==> src/rtl/layer_index_sequencer_if.sv <==
// Handshake/index bundle between the layer index sequencer and its MAC
// datapath. The sequencer drives the index stream; the consumer drives
// start and idx_ready.
`timescale 1ns/1ps
interface layer_index_sequencer_if #(
   parameter int CW = 5
) ();
   logic          start;
   logic          idx_ready;
   logic          idx_valid;
   logic [CW-1:0] in_idx;
   logic [CW-1:0] out_idx;
   logic          first;
   logic          last;
   logic          busy;
   logic          done;

   // sequencer side
   modport master (
      input  start, idx_ready,
      output idx_valid, in_idx, out_idx, first, last, busy, done
   );

   // consumer side (controller + MAC datapath)
   modport slave (
      output start, idx_ready,
      input  idx_valid, in_idx, out_idx, first, last, busy, done
   );
endinterface

==> src/rtl/layer_index_sequencer.sv <==
// Walks every (output neuron, input element) pair of one autoencoder layer
// under a valid/ready handshake. Every output is a flop, so out_idx is
// glitch-free for the downstream neuron-index register. first/last are
// computed from the next-state counters and registered, which gives the
// same cycle behaviour as decoding the current counters while keeping the
// outputs free of combinational paths.
`timescale 1ns/1ps
module layer_index_sequencer #(
   parameter int N_IN  = 16,
   parameter int N_OUT = 8,
   parameter int CW    = 5
) (
   input  logic                         clk,
   input  logic                         rst,
   layer_index_sequencer_if.master      bus
);

   typedef enum logic [1:0] {
      S_IDLE = 2'd0,
      S_RUN  = 2'd1,
      S_DONE = 2'd2
   } state_t;

   // Terminal values: counters stop at N-1 and never reach N.
   localparam logic [CW-1:0] IN_LAST  = CW'(N_IN - 1);
   localparam logic [CW-1:0] OUT_LAST = CW'(N_OUT - 1);
   localparam logic [CW-1:0] CNT_ZERO = {CW{1'b0}};
   localparam logic [CW-1:0] CNT_ONE  = CW'(1);

   state_t        state_q,  state_d;
   logic [CW-1:0] in_cnt_q, in_cnt_d;
   logic [CW-1:0] out_cnt_q, out_cnt_d;
   logic          valid_q,  valid_d;
   logic          first_q,  first_d;
   logic          last_q,   last_d;
   logic          busy_q,   busy_d;
   logic          done_q,   done_d;
   logic          handshake_s;

   assign handshake_s = valid_q & bus.idx_ready;

   // Next-state, counter advance and next-output decode.
   always_comb begin
      state_d   = state_q;
      in_cnt_d  = in_cnt_q;
      out_cnt_d = out_cnt_q;
      done_d    = 1'b0;
      case (state_q)
         S_IDLE: begin
            in_cnt_d  = CNT_ZERO;
            out_cnt_d = CNT_ZERO;
            if (bus.start) begin
               state_d = S_RUN;
            end else begin
               state_d = S_IDLE;
            end
         end
         S_RUN: begin
            if (handshake_s) begin
               if (in_cnt_q < IN_LAST) begin
                  in_cnt_d = in_cnt_q + CNT_ONE;
               end else if (out_cnt_q < OUT_LAST) begin
                  in_cnt_d  = CNT_ZERO;
                  out_cnt_d = out_cnt_q + CNT_ONE;
               end else begin
                  // final term of the final neuron: layer complete
                  in_cnt_d  = CNT_ZERO;
                  out_cnt_d = CNT_ZERO;
                  state_d   = S_DONE;
                  done_d    = 1'b1;
               end
            end else begin
               // stalled: everything holds
               state_d = S_RUN;
            end
         end
         S_DONE: begin
            // start is deliberately not looked at here
            in_cnt_d  = CNT_ZERO;
            out_cnt_d = CNT_ZERO;
            state_d   = S_IDLE;
         end
         default: begin
            in_cnt_d  = CNT_ZERO;
            out_cnt_d = CNT_ZERO;
            state_d   = S_IDLE;
         end
      endcase

      valid_d = (state_d == S_RUN);
      busy_d  = (state_d == S_RUN) || (state_d == S_DONE);
      first_d = valid_d && (in_cnt_d == CNT_ZERO);
      last_d  = valid_d && (in_cnt_d == IN_LAST);
   end

   // State, counter and output registers; reset clears them at once.
   always_ff @(posedge clk or posedge rst) begin
      if (rst) begin
         state_q   <= S_IDLE;
         in_cnt_q  <= CNT_ZERO;
         out_cnt_q <= CNT_ZERO;
         valid_q   <= 1'b0;
         first_q   <= 1'b0;
         last_q    <= 1'b0;
         busy_q    <= 1'b0;
         done_q    <= 1'b0;
      end else begin
         state_q   <= state_d;
         in_cnt_q  <= in_cnt_d;
         out_cnt_q <= out_cnt_d;
         valid_q   <= valid_d;
         first_q   <= first_d;
         last_q    <= last_d;
         busy_q    <= busy_d;
         done_q    <= done_d;
      end
   end

   assign bus.idx_valid = valid_q;
   assign bus.in_idx    = in_cnt_q;
   assign bus.out_idx   = out_cnt_q;
   assign bus.first     = first_q;
   assign bus.last      = last_q;
   assign bus.busy      = busy_q;
   assign bus.done      = done_q;

endmodule
==> src/flat_wrapper.sv <==
// flat-port wrapper written by rule: the top's interface ports become plain ports
module layer_index_sequencer_flat 
#(
   parameter int N_IN  = 16,
   parameter int N_OUT = 8,
   parameter int CW    = 5
)
  (clk, rst, bus_start, bus_idx_ready, bus_idx_valid, bus_in_idx, bus_out_idx, bus_first, bus_last, bus_busy, bus_done);
  layer_index_sequencer_if #(.CW(CW)) bus_i ();
  input  logic clk;
  input  logic rst;
  input wire logic [$bits(bus_i.start)-1:0] bus_start;
  input wire logic [$bits(bus_i.idx_ready)-1:0] bus_idx_ready;
  output wire logic [$bits(bus_i.idx_valid)-1:0] bus_idx_valid;
  output wire logic [$bits(bus_i.in_idx)-1:0] bus_in_idx;
  output wire logic [$bits(bus_i.out_idx)-1:0] bus_out_idx;
  output wire logic [$bits(bus_i.first)-1:0] bus_first;
  output wire logic [$bits(bus_i.last)-1:0] bus_last;
  output wire logic [$bits(bus_i.busy)-1:0] bus_busy;
  output wire logic [$bits(bus_i.done)-1:0] bus_done;
  assign bus_i.start = bus_start;
  assign bus_i.idx_ready = bus_idx_ready;
  assign bus_idx_valid = bus_i.idx_valid;
  assign bus_in_idx = bus_i.in_idx;
  assign bus_out_idx = bus_i.out_idx;
  assign bus_first = bus_i.first;
  assign bus_last = bus_i.last;
  assign bus_busy = bus_i.busy;
  assign bus_done = bus_i.done;
  layer_index_sequencer #(.N_IN(N_IN), .N_OUT(N_OUT), .CW(CW)) u_core (.clk(clk), .rst(rst), .bus(bus_i));
endmodule
==> config.mk <==
export PLATFORM = sky130hd
export DESIGN_NAME = layer_index_sequencer_flat
export DESIGN_NICKNAME = d
export VERILOG_FILES = /design/src/rtl/layer_index_sequencer_if.sv /design/src/rtl/layer_index_sequencer.sv /design/src/flat_wrapper.sv
export SDC_FILE = /design/constraint.sdc
export NUM_CORES = 1
export LEC_CHECK = 0
export BUFFER_PORTS_ARGS = -buffer_cell sky130_fd_sc_hd__buf_2
export CORE_UTILIZATION = 51
export DETAILED_ROUTE_END_ITERATION = 16
export PLACE_DENSITY = 0.86
export SLEW_MARGIN = 20
export SYNTH_ARGS = -nofsm -noshare
export SYNTH_HDL_FRONTEND = slang
export SYNTH_SLANG_ARGS = --single-unit
export TNS_END_PERCENT = 5
==> constraint.sdc <==
create_clock -name clk -period 1.8 [get_ports clk]
set_input_delay 0.54 -clock clk [delete_from_list [all_inputs] [get_ports clk]]
set_output_delay 0.54 -clock clk [all_outputs]
set_load 0.01 [all_outputs]
==> results.toml <==
[power_and_ir_drop]
power.leakage_uw = 0.000504
totalPowerFinal_uw = 1460
vdd_ir_drop_max_mv = 0.658
power_per_cell_area_nw_per_um2 = 1410

[detailed_routing]
routed_wirelength_microns = 1790
postRouteAntennaNets = 0
post_drt_wl_per_cell_microns = 14.9
avgViaCountPerCell = 5.93
drcViolationCount = 0
via_count = 712
first_iter_violations = 19
firstDrtPassIters = 4

[place]
placed_cells_incl_taps = 115
place_worst_setup_slack_ps = 51.5
dpl.hpwl_microns = 1330
buffer_ports.inserted = 18
place_congestion = 0.843

[worst_setup_path]
worstPathArrival_ps = 1970
crit_fanout = 4
path_cells = "a311o_1 > a311oi_2 > ha_4 > nand3_1 > o2bb2ai_2"
timing.critical_path.slowest_cell_delay_ps = 430
critical_path_cell_count = 5
crit_path_end_kind = "flip-flop"
cp_slowest_cell = "dfrtp_1"
path_class = "reg2reg"
ff2ff_path_depth = 5
crit_path_start_kind = "flip-flop"
dominant_delay_contributor_by_cell_family_on_the_critical_path = "compound AO/OA/AOI/OAI gates"
path_buf_inv = 0
required_ps = 2020
reg2reg_setup_slack_ps = 50

[global_route]
grt.total_usage = 0.215
grt_start_max_net_pins = 18
leftover_overflow_at_the_end_of_global_routing = 0
number_of_antenna_violations_at_the_first_check_in_global_routing = 0
grt_pass1_wl_microns = 2950
vias_in_the_first_global_route = 676

[finish]
instances_no_fill = 120
diodes = 0
proportion_of_layout_cells_with_a_drive_suffix_above_1 = 0.356
postLayoutCoreUtil = 0.677
finalNetCount = 112
syn2layout_area_growth_pct = 22.1

[synth]
synth_edf_count = 0
synth.yosys.seq_area_share = 0.504
yosysTopAreaCell = "dfrtp_1"
synth_ff_type = "dfrtp_1"
postSynthRegisterBits = 17
avgSynthCellArea_sq_um = 10.8
yosys.area_share.xor_xnor = 0.0207
synth_simple_gate_area_frac = 0.246
post_synthesis_instance_area_sq_um = 845
yosysWarningCount = 0
portion_of_netlist_area_occupied_by_mux_cells = 0.0119
biggest_area_contributors_in_the_synthesized_netlist = "dfrtp_1, ha_1, nor2_1"
synth_compound_gate_area_share = 0.123
netlist-cell-type-count = 34
syn-instance-count = 78
synthAdderAreaFrac = 0.0444
synth.top_cell.area_share = 0.504
syn_nets = 85
synth_async_sr_flop_share = 1.00
synth_top_family_by_area = "simple AND/OR/NAND/NOR gates"

[clocking]
clk_pin_slew_ps = 90
cts.htree.levels = 1
insertion_delay_ps = 290
cts_max_path_buffers = 2
clock_tree_from_tritoncts = "built"
cts_inserted_buffers = 3
clk_root_buffer_cell = "clkbuf_4"
cts_hold_repair.buffers = 0
tritoncts_num_sinks = 17

[sta]
fmaxAchievable_mhz = 572
slew-limit-headroom = 0.587
layout_worst_path_cycle_share = 0.972
layout_setup_ws_ps = 51.0
worst-slew-pin-transition_ps = 619
finClkSkew_ps = 6.69
report.final.setup_viol = 0
timing.final.crit_period_ps = 1750
finalHoldViolations = 0
drv_slew = 0

[die]
chipHeight_microns = 42.7
design.portCount = 19
coreArea_sq_um = 1520
placementRows = 14
initial_utilization = 0.554
floorplan.die_area_sq_um = 1820
die_width_microns = 42.7

[run_status]
outcome = "finished, final reports clean"

[hold_path]
min-delay-path-class = "in2async"

[job]
max_cap_violations = 0
## cell usage in the layout, fill, tap and decap left out, types with 2 or more instances in the layout
master and count:
buf_2 18, dfrtp_1 17, nor2_1 8, buf_4 7, inv_1 4, nand2_1 4
a21oi_1 4, and3_1 4, nor3_1 3, clkbuf_4 3, nand2b_1 2, nor4_1 2
nand3b_1 2, nand3_1 2, ha_1 2
## timing repair
item                       4_1_cts  5_1_grt
buffers inserted                 0        1
setup endpoints to repair        0        2
gates resized for setup          0        4
## power breakdown
group	switching [uW]	internal (uW)	total, uW	leakage, uW
sequential	101	474	574	0.000210
clock	110	86.3	196	0.0000150
combinational	376	311	687	0.000279
total	587	870	1460	0.000504
## registers in the layout, indices dropped and copies added, names as in the netlist
register              count
u_core.bus.first          1
u_core.bus.idx_valid      1
u_core.bus.out_idx        5
u_core.bus.last           1
u_core.bus.done           1
u_core.state_q            2
u_core.bus.in_idx         5
u_core.bus.busy           1
## kinds of logic after synthesis
logic type / count (synthesis)
buffers and inverters: 7
adder cells (fa/ha/maj): 3
multiplexers: 1
flip-flops: 17
XOR/XNOR: 2
AND/OR/NAND/NOR: 36
AO/OA/AOI/OAI: 12
## cell usage after synthesis (2+ instances only)
cell      count
nand2b_1      2
nor2_1        8
buf_6         2
nor4_1        2
inv_1         4
nand3_1       2
dfrtp_1      17
and3_1        4
a21oi_1       4
nand2_1       4
ha_1          3
nand3b_1      2
nor3_1        3
## worst reg2reg max path, delay by kind of cell (launching register included)
| kind | cells | cell delay (ps) |
|---|---|---|
| AO/OA/AOI/OAI | 3 | 940 |
| adder cells (fa/ha/maj) | 1 | 220 |
| flip-flops | 1 | 430 |
| AND/OR/NAND/NOR | 1 | 90 |
## through the flow
stage,hold slack [ps],TNS (ps),instance area (sq um)
after floorplan,434,0,845
after global placement,455,0,972
after detailed placement,473,0,972
after CTS,334,0,998
after global routing,355,-6.38,1030
final,309,0,1030
## routing by layer
metal	vias to the layer above	track usage	routed length, microns
met5	-	0	0
met4	0	0.0375	8
met3	3	0.0638	85
met2	27	0.361	913
met1	347	0.278	782
li1	335	-	-
## cell type report
type                    count  area [sq um]
well taps                  16          20.0
clock buffers               4          26.3
fillers                   117           493
inverters                   4          15.0
multi-input cells          54           402
flip-flops and latches     17           425
repair buffers             25           143
## path summary, 6_finish.rpt
| path | start | to |
|---|---|---|
| max in group asynchronous | rst | u_core.bus.in_idx[3] |
| setup / recovery | u_core.bus.out_idx[1] | u_core.bus.first |
| hold / removal | rst | u_core.bus.done |
| min in group clk | u_core.state_q[1] | u_core.state_q[0] |
| setup reg to reg | u_core.bus.out_idx[1] | u_core.bus.first |
| hold reg to reg | u_core.state_q[1] | u_core.state_q[0] |
Note: power is estimated with default switching activity, not from simulation.
